## config.mk

```make
export PLATFORM = sky130hd
export DESIGN_NAME = mpu_frame_asm_flat
export DESIGN_NICKNAME = d
export VERILOG_FILES = /design/src/rtl/mpu_frame_asm_pkg.sv /design/src/rtl/mpu_frame_asm_if.sv /design/src/rtl/mpu_frame_asm_rate_tick.sv /design/src/rtl/mpu_frame_asm.sv /design/src/flat_wrapper.sv
export SDC_FILE = /design/constraint.sdc
export NUM_CORES = 1
export LEC_CHECK = 0
export CAP_MARGIN = 20
export CORE_ASPECT_RATIO = 0.9
export CORE_UTILIZATION = 55
export DETAILED_ROUTE_END_ITERATION = 10
export GPL_ROUTABILITY_DRIVEN = 0
export GPL_TIMING_DRIVEN = 0
export PLACE_DENSITY_LB_ADDON = 0.08
export SLEW_MARGIN = 20
export SYNTH_ARGS = -nofsm -noshare
export SYNTH_HDL_FRONTEND = slang
export SYNTH_SLANG_ARGS = --single-unit
export TNS_END_PERCENT = 50
```

## constraint.sdc

```tcl
create_clock -name clk -period 3.75 [get_ports clk]
set_clock_uncertainty 0.2 [all_clocks]
set_input_delay 0.9375 -clock clk [delete_from_list [all_inputs] [get_ports clk]]
set_output_delay 0.9375 -clock clk [all_outputs]
set_load 0.01 [all_outputs]
```

## src/rtl/mpu_frame_asm_pkg.sv

```systemverilog
// Shared types and constants for the MPU6050 frame assembler.
// Burst layout: byte 2k is the MSB and byte 2k+1 the LSB of word k.
package mpu_pkg;

  typedef enum logic [2:0] {
    ST_IDLE      = 3'd0,
    ST_INIT_REQ  = 3'd1,
    ST_INIT_WAIT = 3'd2,
    ST_ARMED     = 3'd3,
    ST_COLLECT   = 3'd4
  } mpu_state_e;

  localparam int MPU_BURST_BYTES = 14;
  localparam int MPU_WORDS       = MPU_BURST_BYTES / 2;

  // Word slots in the order the register burst delivers them.
  localparam int AX   = 0;
  localparam int AY   = 1;
  localparam int AZ   = 2;
  localparam int TEMP = 3;
  localparam int GX   = 4;
  localparam int GY   = 5;
  localparam int GZ   = 6;

  localparam logic [7:0] TICK_MISS_MAX = 8'hFF;

  function automatic logic [15:0] mpu_pack_word(input logic [7:0] msb,
                                                input logic [7:0] lsb);
    return {msb, lsb};
  endfunction

endpackage

```

## src/rtl/mpu_frame_asm_if.sv

```systemverilog
// Signal bundle between the frame assembler and the I2C controller /
// attitude stage. master = assembler side, slave = environment side.
interface mpu_frame_asm_if;

  logic               enable;
  logic               init_done;
  logic               busy_now;
  logic               data_avalid;
  logic [7:0]         data;

  logic               mpu_init;
  logic               mpu_transfer;
  logic signed [15:0] ax;
  logic signed [15:0] ay;
  logic signed [15:0] az;
  logic signed [15:0] temp;
  logic signed [15:0] gx;
  logic signed [15:0] gy;
  logic signed [15:0] gz;
  logic               frame_valid;
  logic               frame_err;
  logic [7:0]         tick_miss;

  modport master (
    input  enable, init_done, busy_now, data_avalid, data,
    output mpu_init, mpu_transfer, ax, ay, az, temp, gx, gy, gz,
           frame_valid, frame_err, tick_miss
  );

  modport slave (
    output enable, init_done, busy_now, data_avalid, data,
    input  mpu_init, mpu_transfer, ax, ay, az, temp, gx, gy, gz,
           frame_valid, frame_err, tick_miss
  );

endinterface

```

## src/rtl/mpu_frame_asm_rate_tick.sv

```systemverilog
// Sample-rate divider: one-cycle tick every PERIOD cycles while run is high.
// Dropping run clears the count so the next run restarts a full period.
module mpu_rate_tick #(
  parameter int unsigned PERIOD = 100_000
) (
  input  logic clk,
  input  logic rst_n,
  input  logic run,
  output logic tick
);

  localparam int unsigned CW = (PERIOD > 1) ? $clog2(PERIOD) : 1;
  localparam logic [CW-1:0] LAST = CW'(PERIOD - 1);

  logic [CW-1:0] cnt_q, cnt_d;

  always_comb begin
    cnt_d = cnt_q;
    tick  = 1'b0;
    if (!run) begin
      cnt_d = '0;
    end else if (cnt_q == LAST) begin
      cnt_d = '0;
      tick  = 1'b1;
    end else begin
      cnt_d = cnt_q + 1'b1;
    end
  end

  always_ff @(posedge clk or negedge rst_n) begin
    if (!rst_n) begin
      cnt_q <= '0;
    end else begin
      cnt_q <= cnt_d;
    end
  end

endmodule

```

## src/rtl/mpu_frame_asm.sv

```systemverilog
// MPU6050 frame assembler: issues init once, then periodic burst reads, and
// packs each 14-byte burst into seven signed words published atomically.
//
// state        | meaning
// ST_IDLE      | disabled, rate divider held at zero
// ST_INIT_REQ  | waiting for controller idle to issue mpu_init
// ST_INIT_WAIT | init issued, waiting for init_done
// ST_ARMED     | waiting for the next sample tick
// ST_COLLECT   | burst in flight, gathering bytes under timeout
module mpu_frame_asm
  import mpu_pkg::*;
#(
  parameter int unsigned CLK_HZ      = 50_000_000,
  parameter int unsigned SAMPLE_HZ   = 500,
  parameter int unsigned TIMEOUT_CYC = 200_000
) (
  input logic             clk,
  input logic             rst_n,
  mpu_frame_asm_if.master bus
);

  localparam int unsigned TICK_RAW    = CLK_HZ / SAMPLE_HZ;
  localparam int unsigned TICK_PERIOD = (TICK_RAW < 1) ? 1 : TICK_RAW;
  localparam int unsigned TW          = (TIMEOUT_CYC > 0) ? $clog2(TIMEOUT_CYC + 1) : 1;
  localparam logic [TW-1:0] TO_LOAD   = TW'(TIMEOUT_CYC);
  localparam logic [3:0]    LAST_IDX  = 4'(MPU_BURST_BYTES - 1);

  mpu_state_e    state_q, state_d;
  logic [3:0]    idx_q, idx_d;
  logic [TW-1:0] to_cnt_q, to_cnt_d;
  logic [7:0]    tick_miss_q, tick_miss_d;
  logic          mpu_init_q, mpu_init_d;
  logic          mpu_xfer_q, mpu_xfer_d;
  logic          frame_valid_q, frame_valid_d;
  logic          frame_err_q, frame_err_d;

  logic [7:0]    shadow_q [MPU_BURST_BYTES];
  logic [7:0]    burst    [MPU_BURST_BYTES];
  logic [15:0]   words_q  [MPU_WORDS];

  logic          shadow_we;
  logic          words_load;
  logic          miss_inc;
  logic          run;
  logic          tick;

  assign run = (state_q != ST_IDLE);

  mpu_rate_tick #(
    .PERIOD (TICK_PERIOD)
  ) u_rate_tick (
    .clk   (clk),
    .rst_n (rst_n),
    .run   (run),
    .tick  (tick)
  );

  always_comb begin
    state_d       = state_q;
    idx_d         = idx_q;
    to_cnt_d      = to_cnt_q;
    tick_miss_d   = tick_miss_q;
    mpu_init_d    = 1'b0;
    mpu_xfer_d    = 1'b0;
    frame_valid_d = 1'b0;
    frame_err_d   = 1'b0;
    shadow_we     = 1'b0;
    words_load    = 1'b0;
    miss_inc      = 1'b0;

    unique case (state_q)
      ST_IDLE: begin
        if (bus.enable) begin
          state_d = bus.init_done ? ST_ARMED : ST_INIT_REQ;
        end
      end

      ST_INIT_REQ: begin
        if (!bus.enable) begin
          state_d = ST_IDLE;
        end else if (!bus.busy_now) begin
          mpu_init_d = 1'b1;
          state_d    = ST_INIT_WAIT;
        end
      end

      ST_INIT_WAIT: begin
        if (!bus.enable) begin
          state_d = ST_IDLE;
        end else if (bus.init_done) begin
          state_d = ST_ARMED;
        end
      end

      ST_ARMED: begin
        if (!bus.enable) begin
          state_d = ST_IDLE;
        end else if (tick) begin
          if (bus.busy_now) begin
            miss_inc = 1'b1;
          end else begin
            mpu_xfer_d = 1'b1;
            idx_d      = '0;
            to_cnt_d   = TO_LOAD;
            state_d    = ST_COLLECT;
          end
        end
      end

      ST_COLLECT: begin
        // Ticks during a burst are dropped, not queued; enable is only
        // honoured once the frame completes or aborts.
        if (tick) begin
          miss_inc = 1'b1;
        end
        if (bus.data_avalid) begin
          shadow_we = 1'b1;
          idx_d     = idx_q + 1'b1;
        end
        if (bus.data_avalid && (idx_q == LAST_IDX)) begin
          words_load    = 1'b1;
          frame_valid_d = 1'b1;
          state_d       = bus.enable ? ST_ARMED : ST_IDLE;
        end else if (to_cnt_q == '0) begin
          frame_err_d = 1'b1;
          state_d     = bus.enable ? ST_ARMED : ST_IDLE;
        end else begin
          to_cnt_d = to_cnt_q - 1'b1;
        end
      end

      default: begin
        state_d = ST_IDLE;
      end
    endcase

    if (miss_inc && (tick_miss_q != TICK_MISS_MAX)) begin
      tick_miss_d = tick_miss_q + 8'd1;
    end
  end

  // The final byte bypasses the shadow so the words can update the cycle
  // after the 14th strobe.
  always_comb begin
    for (int i = 0; i < MPU_BURST_BYTES; i++) begin
      burst[i] = (shadow_we && (idx_q == 4'(i))) ? bus.data : shadow_q[i];
    end
  end

  always_ff @(posedge clk or negedge rst_n) begin
    if (!rst_n) begin
      state_q       <= ST_IDLE;
      idx_q         <= '0;
      to_cnt_q      <= '0;
      tick_miss_q   <= '0;
      mpu_init_q    <= 1'b0;
      mpu_xfer_q    <= 1'b0;
      frame_valid_q <= 1'b0;
      frame_err_q   <= 1'b0;
    end else begin
      state_q       <= state_d;
      idx_q         <= idx_d;
      to_cnt_q      <= to_cnt_d;
      tick_miss_q   <= tick_miss_d;
      mpu_init_q    <= mpu_init_d;
      mpu_xfer_q    <= mpu_xfer_d;
      frame_valid_q <= frame_valid_d;
      frame_err_q   <= frame_err_d;
    end
  end

  always_ff @(posedge clk or negedge rst_n) begin
    if (!rst_n) begin
      for (int i = 0; i < MPU_BURST_BYTES; i++) begin
        shadow_q[i] <= '0;
      end
      for (int k = 0; k < MPU_WORDS; k++) begin
        words_q[k] <= '0;
      end
    end else begin
      for (int i = 0; i < MPU_BURST_BYTES; i++) begin
        shadow_q[i] <= burst[i];
      end
      if (words_load) begin
        for (int k = 0; k < MPU_WORDS; k++) begin
          words_q[k] <= mpu_pack_word(burst[2*k], burst[2*k+1]);
        end
      end
    end
  end

  assign bus.mpu_init     = mpu_init_q;
  assign bus.mpu_transfer = mpu_xfer_q;
  assign bus.frame_valid  = frame_valid_q;
  assign bus.frame_err    = frame_err_q;
  assign bus.tick_miss    = tick_miss_q;
  assign bus.ax           = words_q[AX];
  assign bus.ay           = words_q[AY];
  assign bus.az           = words_q[AZ];
  assign bus.temp         = words_q[TEMP];
  assign bus.gx           = words_q[GX];
  assign bus.gy           = words_q[GY];
  assign bus.gz           = words_q[GZ];

endmodule

```

## src/flat_wrapper.sv

```systemverilog
// flat-port wrapper written by rule: the top's interface ports become plain ports
module mpu_frame_asm_flat import mpu_pkg::*;
#(
  parameter int unsigned CLK_HZ      = 50_000_000,
  parameter int unsigned SAMPLE_HZ   = 500,
  parameter int unsigned TIMEOUT_CYC = 200_000
)
  (clk, rst_n, bus_enable, bus_init_done, bus_busy_now, bus_data_avalid, bus_data, bus_mpu_init, bus_mpu_transfer, bus_ax, bus_ay, bus_az, bus_temp, bus_gx, bus_gy, bus_gz, bus_frame_valid, bus_frame_err, bus_tick_miss);
  mpu_frame_asm_if bus_i ();
  input logic clk;
  input logic rst_n;
  input wire logic [$bits(bus_i.enable)-1:0] bus_enable;
  input wire logic [$bits(bus_i.init_done)-1:0] bus_init_done;
  input wire logic [$bits(bus_i.busy_now)-1:0] bus_busy_now;
  input wire logic [$bits(bus_i.data_avalid)-1:0] bus_data_avalid;
  input wire logic [$bits(bus_i.data)-1:0] bus_data;
  output wire logic [$bits(bus_i.mpu_init)-1:0] bus_mpu_init;
  output wire logic [$bits(bus_i.mpu_transfer)-1:0] bus_mpu_transfer;
  output wire logic [$bits(bus_i.ax)-1:0] bus_ax;
  output wire logic [$bits(bus_i.ay)-1:0] bus_ay;
  output wire logic [$bits(bus_i.az)-1:0] bus_az;
  output wire logic [$bits(bus_i.temp)-1:0] bus_temp;
  output wire logic [$bits(bus_i.gx)-1:0] bus_gx;
  output wire logic [$bits(bus_i.gy)-1:0] bus_gy;
  output wire logic [$bits(bus_i.gz)-1:0] bus_gz;
  output wire logic [$bits(bus_i.frame_valid)-1:0] bus_frame_valid;
  output wire logic [$bits(bus_i.frame_err)-1:0] bus_frame_err;
  output wire logic [$bits(bus_i.tick_miss)-1:0] bus_tick_miss;
  assign bus_i.enable = bus_enable;
  assign bus_i.init_done = bus_init_done;
  assign bus_i.busy_now = bus_busy_now;
  assign bus_i.data_avalid = bus_data_avalid;
  assign bus_i.data = bus_data;
  assign bus_mpu_init = bus_i.mpu_init;
  assign bus_mpu_transfer = bus_i.mpu_transfer;
  assign bus_ax = bus_i.ax;
  assign bus_ay = bus_i.ay;
  assign bus_az = bus_i.az;
  assign bus_temp = bus_i.temp;
  assign bus_gx = bus_i.gx;
  assign bus_gy = bus_i.gy;
  assign bus_gz = bus_i.gz;
  assign bus_frame_valid = bus_i.frame_valid;
  assign bus_frame_err = bus_i.frame_err;
  assign bus_tick_miss = bus_i.tick_miss;
  mpu_frame_asm #(.CLK_HZ(CLK_HZ), .SAMPLE_HZ(SAMPLE_HZ), .TIMEOUT_CYC(TIMEOUT_CYC)) u_core (.clk(clk), .rst_n(rst_n), .bus(bus_i));
endmodule
```

==> results.ini <==
[detailed_routing]
ant_nets = 0
post_drt_wl_per_cell_um = 18.7
vias = 6964
routed_wl_mm = 23.5
drt-initial-drc-count = 348
drc = 0
drtPass1Iterations = 5
routed_via_density = 5.52

[sta]
setup_tns_ns = 0
timing.fmax_mhz = 314
hold_slack_ns = 0.117
final-hold-violation-count = 0
period_share = 0.849
max_slew_margin = 0.344
maxSlewViolCount = 0
setup_slack_ns = 0.567
grt_setup_unrepaired = no
finalSetupViolCount = 0
fin_crit_ns = 3.18
worst_slew_pin_slew_ns = 0.976

[pwr]
p_comb_frac = 0.045
leakage_nw = 6.73
p_seq_frac = 0.480
max-vdd-ir-drop_v = 0.000335
p_switching_mw = 1.32
power_density_mw_per_mm2 = 454
p_sw_frac = 0.213
p_clk_frac = 0.475
p_int_mw = 4.87

[clocking]
clock_latency_ns = 0.53
cts_tree = yes
cts_resized = 0
clk_pin_slew_ns = 0.06
root_buffer = clkbuf_16
cts_buffers = 27
cts.sinks = 270
postCtsHoldBufs = 0
post-cts-setup-buffers = 0
clockBufferDepth = 3
htree_levels = 1

[synth]
yosys.cell_types.count = 56
netlist_area_mm2 = 0.0109
ys_seq_elements = 270
synthCells = 821
ys_seq_area_frac = 0.620
async_flop_share = 1.00
yosys_warnings = 0
synthFlopType = dfrtp_1
postSynthAreaPerCell_um2 = 13.3
synth_edf_count = 0
synth_fp_nets = 843

[critical_path]
critical_path_class = input pin to flop
ff2ff_path_depth = 7
path_buf_inv = 4
cpPeakStageDelay_ns = 0.52
cp.required_ns = 3.96
cp.depth = 7
cp_common_cell = buf_2
cp-start-kind = input pin
cp_cell_sequence = clkdlybuf4s50_1, and4_1, nand2_1, inv_2, buf_2, buf_2, mux2_2
path_max_fanout = 10
cp.arrival_ns = 3.40
cp_top_family = buffers and inverters
crit_slowest_cell = clkdlybuf4s50_1
cp-end-kind = flop

[cells_and_area]
drive_gt1_frac = 0.258
post-route-util = 0.708
final_nets = 1012
area_growth_pct = 25.3
final_cell_mix = 270 x dfrtp_1, 186 x mux2_2, 136 x clkdlybuf4s50_1
mostFrequentLayoutCell = dfrtp_1
antenna_cells = 0

[outcome]
outcome = completed

[die]
die-area_mm2 = 0.0204
initial_core_util = 0.565
die_h_um = 136
core_mm2 = 0.0193
io_pins = 138
die_w_um = 150
rows = 48

[grt]
grt_pass1_vias = 6915
grt_pass1_wl_mm = 37.7
grtUsageMet3 = 0.0535
grt-ovfl-total = 0
antenna_found_initial = 0
grt_max_degree = 85
use_met2 = 0.368
use_met1 = 0.353
track_usage = 0.240
busiest_layer = met2

[place]
port_buffers = 137
preCtsSetupSlack_ns = 0.0393
place_hpwl_mm = 15.3

[hold_path]
hold_class = input pin to async pin

[run]
cap_viol_max_count = 0

per-layer routing:
metal,vias up,part of all wire
met3,22,0.060
li1,3199,-
met4,0,0.012
met5,-,0
met2,171,0.46
met1,3572,0.46
path summary, 6_finish.rpt:
check                      slack [ns]           startpoint                  end
max                              0.57      bus_data_avalid     u_core.bus.ay[8]
min                              0.12                rst_n   u_core.to_cnt_q[6]
max reg2reg                      0.76      u_core.idx_q[3]     u_core.bus.ay[8]
min reg2reg                      0.27  u_core.shadow_q[57]   u_core.bus.temp[9]
max in group asynchronous        2.12                rst_n  u_core.shadow_q[40]
min in group clk                 0.27  u_core.shadow_q[57]   u_core.bus.temp[9]
cell families after synthesis:
group	Yosys count	synth area share
flops	270	0.620
fa+ha+maj	8	0.00919
buf+inv	47	0.0180
simple gates	231	0.105
compound gates	52	0.0331
mux	189	0.195
xor+xnor	24	0.0193
area by class of cell:
type / count / area (um^2)
plain buffers: 36 / 155
clock buffers: 39 / 771
clock inverters: 11 / 209
fillers: 1385 / 5630
inverters: 11 / 41.3
multi-input cells: 504 / 3940
flip-flops and latches: 270 / 6760
well taps: 250 / 313
repair buffers: 140 / 1460
flip-flops by register name, summed over array words and instances, names as in the netlist:
register	count
u_core.state_q	3
u_core.bus.tick_miss	8
u_core.bus.frame_err	1
u_core.bus.gy	16
u_core.idx_q	4
u_core.bus.gz	16
u_core.u_rate_tick.cnt_q	17
u_core.bus.ay	16
u_core.bus.mpu_init	1
u_core.bus.mpu_transfer	1
u_core.bus.az	16
u_core.bus.ax	16
u_core.to_cnt_q	18
u_core.shadow_q	104
u_core.bus.temp	16
u_core.bus.frame_valid	1
u_core.bus.gx	16
worst register-to-register path, cell delays in order (launching register included):
cell	delay (ns)
dfrtp_1	0.32
clkbuf_1	0.37
and4_1	0.36
nand2_1	0.23
inv_2	0.25
buf_2	0.38
buf_2	0.38
mux2_2	0.38
cells in the mapped netlist, types with 10 or more instances:
library cell  count  area share
a21oi_1          10      0.0046
nor2_1           33       0.011
dfrtp_1         270        0.62
a31oi_1          12      0.0069
clkbuf_1         20      0.0069
buf_2            13      0.0060
mux2_2          186        0.19
nand2_1         125       0.043
xnor2_1          10      0.0080
xor2_1           14       0.011
nand4_1          10      0.0057
nand3_1          10      0.0046
power groups by stage:
stage                     Sequential, mW  Combinational [mW]  Clock, mW
after detailed placement            3.02               0.289          0
after global routing                2.97               0.321       3.10
after floorplan                     3.02               0.150          0
after CTS                           2.97               0.288       2.98
after global placement              3.03               0.274          0
final                               2.97               0.282       2.94
metrics by stage:
step	std cells	cell area (um^2)	total power [mW]
2_1_floorplan	821	10900	3.17
3_3_place_gp	1208	12600	3.30
3_5_place_dp	1211	12700	3.31
4_1_cts	1261	13600	6.24
5_1_grt	1261	13600	6.39
6_report	1261	13600	6.19
Note: power is estimated with default switching activity, not from simulation.
